===== config.mk =====
export PLATFORM = sky130hd
export DESIGN_NAME = writeback_stage
export DESIGN_NICKNAME = d
export VERILOG_FILES = /design/src/rtl/cpu_pkg.sv /design/src/rtl/vlane_sequencer.sv /design/src/rtl/writeback_stage.sv
export SDC_FILE = /design/constraint.sdc
export NUM_CORES = 1
export LEC_CHECK = 0
export ABC_AREA = 1
export CORE_ASPECT_RATIO = 0.5
export CORE_UTILIZATION = 40
export DETAILED_ROUTE_END_ITERATION = 7
export GPL_ROUTABILITY_DRIVEN = 0
export PLACE_DENSITY = 0.71
export REMOVE_ABC_BUFFERS = 1
export SLEW_MARGIN = 10
export SYNTH_ARGS = -nofsm -noshare
export SYNTH_HDL_FRONTEND = slang
export SYNTH_SLANG_ARGS = --single-unit

===== constraint.sdc =====
create_clock -name clk -period 3.6 [get_ports clk]
set_clock_uncertainty 0.15 [all_clocks]
set_input_delay 0.72 -clock clk [delete_from_list [all_inputs] [get_ports clk]]
set_output_delay 0.72 -clock clk [all_outputs]
set_load 0.03 [all_outputs]

===== src/rtl/cpu_pkg.sv =====
// Shared CPU definitions: opcode encodings, vector geometry and the opcode classifier
// used by decode, execute and writeback.
package cpu_pkg;

  localparam int VLEN   = 4;
  localparam int LANE_W = 2;

  localparam logic [3:0] OP_ADD  = 4'h0;
  localparam logic [3:0] OP_SUB  = 4'h1;
  localparam logic [3:0] OP_MUL  = 4'h2;
  localparam logic [3:0] OP_DIV  = 4'h3;
  localparam logic [3:0] OP_MOVL = 4'h4;
  localparam logic [3:0] OP_MOVH = 4'h5;
  localparam logic [3:0] OP_JMP  = 4'h6;
  localparam logic [3:0] OP_ST7  = 4'h7;
  localparam logic [3:0] OP_VADD = 4'h8;
  localparam logic [3:0] OP_VSUB = 4'h9;
  localparam logic [3:0] OP_VMUL = 4'hA;
  localparam logic [3:0] OP_VDIV = 4'hB;
  localparam logic [3:0] OP_STC  = 4'hC;
  localparam logic [3:0] OP_STD  = 4'hD;
  localparam logic [3:0] OP_VLD  = 4'hE;
  localparam logic [3:0] OP_HALT = 4'hF;

  typedef enum logic [1:0] {
    CLS_NONE,
    CLS_SCALAR,
    CLS_VECTOR,
    CLS_HALT
  } op_class_e;

  typedef enum logic {
    ST_IDLE,
    ST_VWRITE
  } vseq_state_e;

  function automatic op_class_e op_class(input logic [3:0] opcode);
    op_class_e cls;
    case (opcode)
      OP_ADD, OP_SUB, OP_MUL, OP_DIV, OP_MOVL, OP_MOVH: cls = CLS_SCALAR;
      OP_VADD, OP_VSUB, OP_VMUL, OP_VDIV, OP_VLD:       cls = CLS_VECTOR;
      OP_HALT:                                          cls = CLS_HALT;
      default:                                          cls = CLS_NONE;
    endcase
    return cls;
  endfunction

endpackage


===== src/rtl/vlane_sequencer.sv =====
// Captures a vector result and drains it one lane per cycle into the
// single-write-port vector register file; a new capture may land on the last lane.
module vlane_sequencer #(
  parameter int VLEN   = cpu_pkg::VLEN,
  parameter int LANE_W = cpu_pkg::LANE_W
) (
  input  logic                     clk,
  input  logic                     rst_n,
  input  logic                     start,
  input  logic [3:0]               start_rt,
  input  logic [16*VLEN-1:0]       start_vdata,
  output logic                     vrf_we,
  output logic [3:0]               vrf_waddr,
  output logic [LANE_W-1:0]        vrf_lane,
  output logic [15:0]              vrf_wdata,
  output logic                     busy,
  output logic                     last_lane,
  output cpu_pkg::vseq_state_e     state_dbg
);
  import cpu_pkg::*;

  localparam logic [LANE_W-1:0] LAST = LANE_W'(VLEN - 1);

  vseq_state_e         state, state_n;
  logic [LANE_W-1:0]   lane, lane_n;
  logic                capture;
  logic [16*VLEN-1:0]  vec_q;
  logic [3:0]          rt_q;

  always_ff @(posedge clk or negedge rst_n) begin
    if (!rst_n) begin
      state <= ST_IDLE;
      lane  <= '0;
      vec_q <= '0;
      rt_q  <= '0;
    end else begin
      state <= state_n;
      lane  <= lane_n;
      if (capture) begin
        vec_q <= start_vdata;
        rt_q  <= start_rt;
      end
    end
  end

  // start is only raised by the parent when it is legal: in IDLE or on the last lane.
  always_comb begin
    state_n = state;
    lane_n  = lane;
    capture = 1'b0;
    case (state)
      ST_IDLE: begin
        if (start) begin
          state_n = ST_VWRITE;
          lane_n  = '0;
          capture = 1'b1;
        end
      end
      ST_VWRITE: begin
        if (lane != LAST) begin
          lane_n = lane + 1'b1;
        end else if (start) begin
          lane_n  = '0;
          capture = 1'b1;
        end else begin
          state_n = ST_IDLE;
          lane_n  = '0;
        end
      end
      default: begin
        state_n = ST_IDLE;
        lane_n  = '0;
      end
    endcase
  end

  assign vrf_we    = (state == ST_VWRITE);
  assign busy      = (state == ST_VWRITE);
  assign vrf_waddr = rt_q;
  assign vrf_lane  = lane;
  assign vrf_wdata = vec_q[{lane, 4'b0000} +: 16];
  assign last_lane = (state == ST_VWRITE) && (lane == LAST);
  assign state_dbg = state;

endmodule


===== src/rtl/writeback_stage.sv =====
// Final pipeline stage: one-cycle scalar commit, lane-serial vector commit,
// retirement counting and sticky halt.
module writeback_stage #(
  parameter int VLEN   = cpu_pkg::VLEN,
  parameter int LANE_W = cpu_pkg::LANE_W
) (
  input  logic                clk,
  input  logic                rst_n,
  input  logic                in_valid,
  output logic                in_ready,
  input  logic [15:0]         in_pc,
  input  logic [3:0]          in_opcode,
  input  logic [3:0]          in_rt,
  input  logic [15:0]         in_result,
  input  logic [16*VLEN-1:0]  in_vresult,
  output logic                rf_we,
  output logic [3:0]          rf_waddr,
  output logic [15:0]         rf_wdata,
  output logic                vrf_we,
  output logic [3:0]          vrf_waddr,
  output logic [LANE_W-1:0]   vrf_lane,
  output logic [15:0]         vrf_wdata,
  output logic                busy,
  output logic                halted,
  output logic [15:0]         halt_pc,
  output logic [15:0]         retired_count
);
  import cpu_pkg::*;

  op_class_e    cls;
  logic         accept;
  logic         last_lane;
  vseq_state_e  seq_state;

  // Valid/ready: a transfer happens on a rising edge where in_valid && in_ready;
  // upstream holds its payload stable while in_valid is high and in_ready is low.
  assign in_ready = !halted && ((seq_state == ST_IDLE) || last_lane);
  assign accept   = in_valid && in_ready;
  assign cls      = op_class(in_opcode);

  vlane_sequencer #(
    .VLEN   (VLEN),
    .LANE_W (LANE_W)
  ) u_vseq (
    .clk         (clk),
    .rst_n       (rst_n),
    .start       (accept && (cls == CLS_VECTOR)),
    .start_rt    (in_rt),
    .start_vdata (in_vresult),
    .vrf_we      (vrf_we),
    .vrf_waddr   (vrf_waddr),
    .vrf_lane    (vrf_lane),
    .vrf_wdata   (vrf_wdata),
    .busy        (busy),
    .last_lane   (last_lane),
    .state_dbg   (seq_state)
  );

  always_ff @(posedge clk or negedge rst_n) begin
    if (!rst_n) begin
      rf_we         <= 1'b0;
      rf_waddr      <= '0;
      rf_wdata      <= '0;
      halted        <= 1'b0;
      halt_pc       <= '0;
      retired_count <= '0;
    end else begin
      rf_we <= accept && (cls == CLS_SCALAR);
      if (accept && (cls == CLS_SCALAR)) begin
        rf_waddr <= in_rt;
        rf_wdata <= in_result;
      end
      if (accept && (cls == CLS_HALT)) begin
        halted  <= 1'b1;
        halt_pc <= in_pc;
      end
      if (accept) retired_count <= retired_count + 16'd1;
    end
  end

endmodule

Yosys cells after proc, flatten, opt, wreduce, memory -nomap -nowiden --
Memory sizes are Yosys's and may differ from the RTL's. Index checks and enable logic that the tools add are counted.
Cells by class: $add $sub $neg 2, bitwise logic cells 1, equality and inequality tests 6, mux-type cells 8, reduce and logical (&&, ||, !) cells 8, shift-type cells 1
Operators by type and width (number):
- $shiftx 64x7->16 | 1
- $add 16x1->16 const B | 1
- $eq 2x2->1 const B | 3
- $logic_and 1x1->1 | 6
- $mux 2 | 2
- $pmux 1 s2 | 2
- $pmux 2 s2 | 1
- $mux 1 | 3
- $add 2x1->2 const B | 1
- $eq 2x1->1 const B | 1
- $ne 2x1->1 const B | 1
- $ne 2x2->1 const B | 1
- $logic_not 1->1 | 1
- $logic_or 1x1->1 | 1
- $not 1->1 | 1
Storage, ports and cells: output and inout bits 79, bits in read-only memories 32, word-level logic and storage cells 37, memories kept 1, register bits 125
Memories:
- (no name shown) | words 16, width 2, read ports 1, clocked after Yosys merged registers in 0, wr ports 0, line cpu_pkg.sv:39 | case (opcode)

Logic depth before layout (Yosys ltp) --
word-level depth 9, mapped depth 10, gate-level depth less buffers 9

By module --
From an unflattened synthesis, not the netlist that was laid out.
Unflattened totals: cells, all modules 793, area total of the unflattened synthesis 6045.8 um2
Modules (own cells, without submodules):
- vlane_sequencer | area an instance 3577.2 um2, sequential area each 1776.7 um2, cells each 501, instances 1
- writeback_stage | area an instance 2468.6 um2, sequential area each 1351.3 um2, cells each 292, instances 1

Worst setup path after synthesis --
No wires, ideal clock.
kind register to output, from register u_vseq.lane[0] (netlist: u_vseq.vrf_lane[0]), to output port vrf_wdata[3], arrival 1.662 ns, cell stages (with the launch flop) 5, slack 1.068 ns, path buffers 2, cell sequence dfrtp_1 > clkbuf_1 > clkbuf_1 > o21ai_0 > o22ai_1
Between the ends: cells in the longest elaborated chain, start to end 1
Ends and longest elaborated chain:
- start: declaration | line vlane_sequencer.sv:25 | logic [LANE_W-1:0] lane, lane_n;
- start signal: assignment | line vlane_sequencer.sv:38 | lane <= lane_n;
- $shiftx 64x7->16 | line vlane_sequencer.sv:81 | assign vrf_wdata = vec_q[{lane, 4'b0000} +: 16];
- end: declaration | line writeback_stage.sv:22 | output logic [15:0] vrf_wdata,
Every way passes these cells.

Worst setup path in the final report --
from register u_vseq.lane[1] (netlist: u_vseq.vrf_lane[1]), to output port vrf_wdata[14]
Same word-level chain as after synthesis.

==> run_results.csv <==
group,metric,value,unit
yosys,synth_ff_type,"dfrtp_1",
die,start_util,0.4143,
layout,syn_to_final_growth,45.51,%
setup_path,critPathLaunchType,"flop",
yosys,yosys.area.top_type,"dfrtp_1",
clock_network,cts_post_setup_buffers_inserted,0,
die,io_pins,186,
placement,pre_cts_slack,0.9029,ns
clock_network,post_cts_resize_count,0,
run,maxCapViolCount,0,
layout,final_util,0.6029,
setup_path,cp_slowest_cell,"clkdlybuf4s50_1",
sta,hold_viol_final,0,
setup_path,crit_required,2.73,ns
sta,finalSetupViolations,0,
route,drtIter0Drc,278,
pwr,p_per_area,397.6,mW/mm²
setup_path,r2r_setup_slack,1.17,ns
route,ant_nets,0,
sta,worst_pin_slew,0.5734,ns
pwr,p_total,3.284,mW
setup_path,path_cells,"inv_1 > o21ai_0 > o22ai_1 > clkdlybuf4s50_1",
die,dieArea,0.01470,mm²
grt,grt_pass1_vias,4766,
placement,post-dp-hpwl,9.817,mm
yosys,synth_most_common_cell,"nand2_1",
sta,drv_slew,0,
route,routed_wl,14.33,mm
die,num_rows,30,
clock_network,clk_latency,0.40,ns
clock_network,cts_buffers,17,
run_status,outcome,"finished, final reports clean",
yosys,ys_ff_latch,125,
clock_network,cts.reportedPaths.clkPinSlew,0.06,ns
pwr,ir_drop,272.5,µV
yosys,seq_area_frac_synth,0.5510,
yosys,avgSynthCellArea,8.410,µm²
pwr,power_frac_comb,0.052,
sta,min_period,3.143,ns
yosys,ys_warn_count,0,
setup_path,end_kind,"primary output",
grt,grt_max_degree,93,
setup_path,cp.arrival,2.27,ns
clock_network,cts_tree,"built",
sta,setup_tns,0,ns
yosys,synth.top_cell.area_share,0.5510,
die,dieWidth,170.5,µm
grt,overflow,0,
yosys,netlist-cell-type-count,25,
layout,finalNetCount,965,
setup_path,path_buf_inv,2,
sta,hold_slack,0.1151,ns
pwr,leakagePower,4.052,nW
setup_path,cp_top_family,"buffers and inverters",
layout,antenna_cells,0,
sta,rsz0062_at_grt,"no",
pwr,sw_frac_of_total,0.1977,
clock_network,numClockSinks,125,
yosys,ys_async_sr_fraction,1.000,
yosys,synth_area,0.005677,mm²
clock_network,cts_root_buf,"clkbuf_16",
pwr,power.switching,649.4,µW
sta,timing.fmax,0.3181,GHz
sta,timing.final.ws_setup,0.4565,ns
yosys,synth_edf_count,0,
die,core_area,0.01370,mm²
pwr,clkPwrFrac,0.520,
clock_network,h-tree-depth,4,
yosys,yosys-top-cells-area,"dfrtp_1 55%, nand2_1 13%, o21ai_0 6.3%",
sta,slew_headroom,0.6177,
route,wl_per_cell,13.53,µm
placement,dp_cells,1029,
route,drtPass1Iterations,4,
clock_network,ctsHoldBuffers,0,
grt,antenna_found_initial,0,
yosys,synthTopCellsByCount,"201 x nand2_1, 125 x dfrtp_1, 87 x inv_1",
route,vias_per_cell,4.605,
clock_network,clockBufferDepth,2,
layout,fin_area,0.008260,mm²
grt,gr-usage-all-layers,0.2056,
die,die_h,86.24,µm
pwr,p_int,2.635,mW
setup_path,slowest_delay,0.71,ns
grt,grt_first_pass_wirelength,23.36,mm
hold_path,hp-class,"in -> async",
setup_path,path_max_fanout,16,
sta,finalCritPeriodShare,0.8732,
route,num_vias,4877,
route,drc,0,
setup_path,criticalPathCategory,"reg -> out",
placement,io_buffers,185,
yosys,synth_cells,675,
setup_path,cp.depth,4,
placement,placed_cell_area,0.007666,mm²
layout,fin_cells,1059,
pwr,seq_power_share,0.428,
layout,drive_gt1_frac,0.07497,
setup_path,worstRegToRegCells,9,
[power groups by stage]
| stage | logic [mW] | registers, mW | clock network (mW) |
|---|---|---|---|
| 2_1_floorplan | 0.0194 | 1.43 | 0 |
| 3_3_place_gp | 0.174 | 1.43 | 0 |
| 3_5_place_dp | 0.174 | 1.43 | 0 |
| 4_1_cts | 0.175 | 1.41 | 1.74 |
| 5_1_grt | 0.188 | 1.41 | 1.80 |
| 6_report | 0.171 | 1.41 | 1.71 |
[path summary, 6_finish.rpt]
check | start | end
max in group asynchronous | rst_n | u_vseq.vec_q[21]$_DFFE_PN0P_
worst min-delay path | rst_n | rf_wdata[13]$_DFFE_PN0P_
worst min register to register | halt_pc[7]$_DFFE_PN0P_ | halt_pc[7]$_DFFE_PN0P_
worst max register to register | u_vseq.vrf_lane[0]$_DFFE_PN0P_ | u_vseq.vec_q[24]$_DFFE_PN0P_
min in group clk | halt_pc[7]$_DFFE_PN0P_ | halt_pc[7]$_DFFE_PN0P_
worst max-delay path | u_vseq.vrf_lane[1]$_DFFE_PN0P_ | vrf_wdata[14]
[worst reg2reg max path: stages, from the launching register on]
cell and delay [ns]:
dfrtp_1 0.33, buf_4 0.33, ha_1 0.24, inv_1 0.06, nand2_2 0.09, nand3_4 0.09, inv_4 0.11, nand3_4 0.34
buf_12 0.35, o21ai_0 0.24
[state kept, by name, indices dropped and copies added, names as in the netlist]
name,count
u_vseq.vec_q,64
halt_pc,16
retired_count,16
rf_wdata,16
rf_waddr,4
u_vseq.vrf_waddr,4
u_vseq.vrf_lane,2
halted,1
rf_we,1
u_vseq.busy,1
[layout make-up]
type                    count  area, µm²
clock buffers              24      511.7
inverters                  90      340.3
clock inverters             6      82.58
fillers                  1191       5440
multi-input cells         428       1991
flip-flops and latches    125       3128
well taps                 192      240.2
repair buffers            194       1967
[kinds of logic after synthesis]
family,share of synthesized area
flops,0.5510
compound gates,0.1424
simple gates,0.1902
fa+ha+maj,0.004407
buf+inv,0.09962
xor+xnor,0.01234
[layout by cell type (no fill, tap or decap), types with 2 or more instances in the layout]
master	netlist	routed
nand3_1	7	7
clkinv_2	0	3
nand2_1	201	201
nand3_4	1	2
o21ai_0	72	72
o21ai_1	33	33
a21oi_1	5	5
buf_12	0	4
bufinv_16	0	2
nor2_1	57	57
ha_1	2	2
dfrtp_1	125	125
inv_2	2	2
clkbuf_8	0	6
o21ai_2	18	18
clkdlybuf4s50_1	0	184
xor2_1	5	5
xnor2_1	3	3
clkbuf_16	0	17
nand4_1	4	4
o22ai_1	16	16
buf_4	2	6
inv_1	87	87
[metal layers]
| metal | GRT usage | vias to the layer above | part of all wire |
|---|---|---|---|
| met1 | 0.2414 | 2304 | 0.43 |
| met5 | 0 | - | 0 |
| met2 | 0.3756 | 86 | 0.52 |
| li1 | - | 2471 | - |
| met4 | 0.07043 | 0 | 0.017 |
| met3 | 0.04566 | 16 | 0.028 |
No activity file was read; power rests on OpenSTA's default activity.
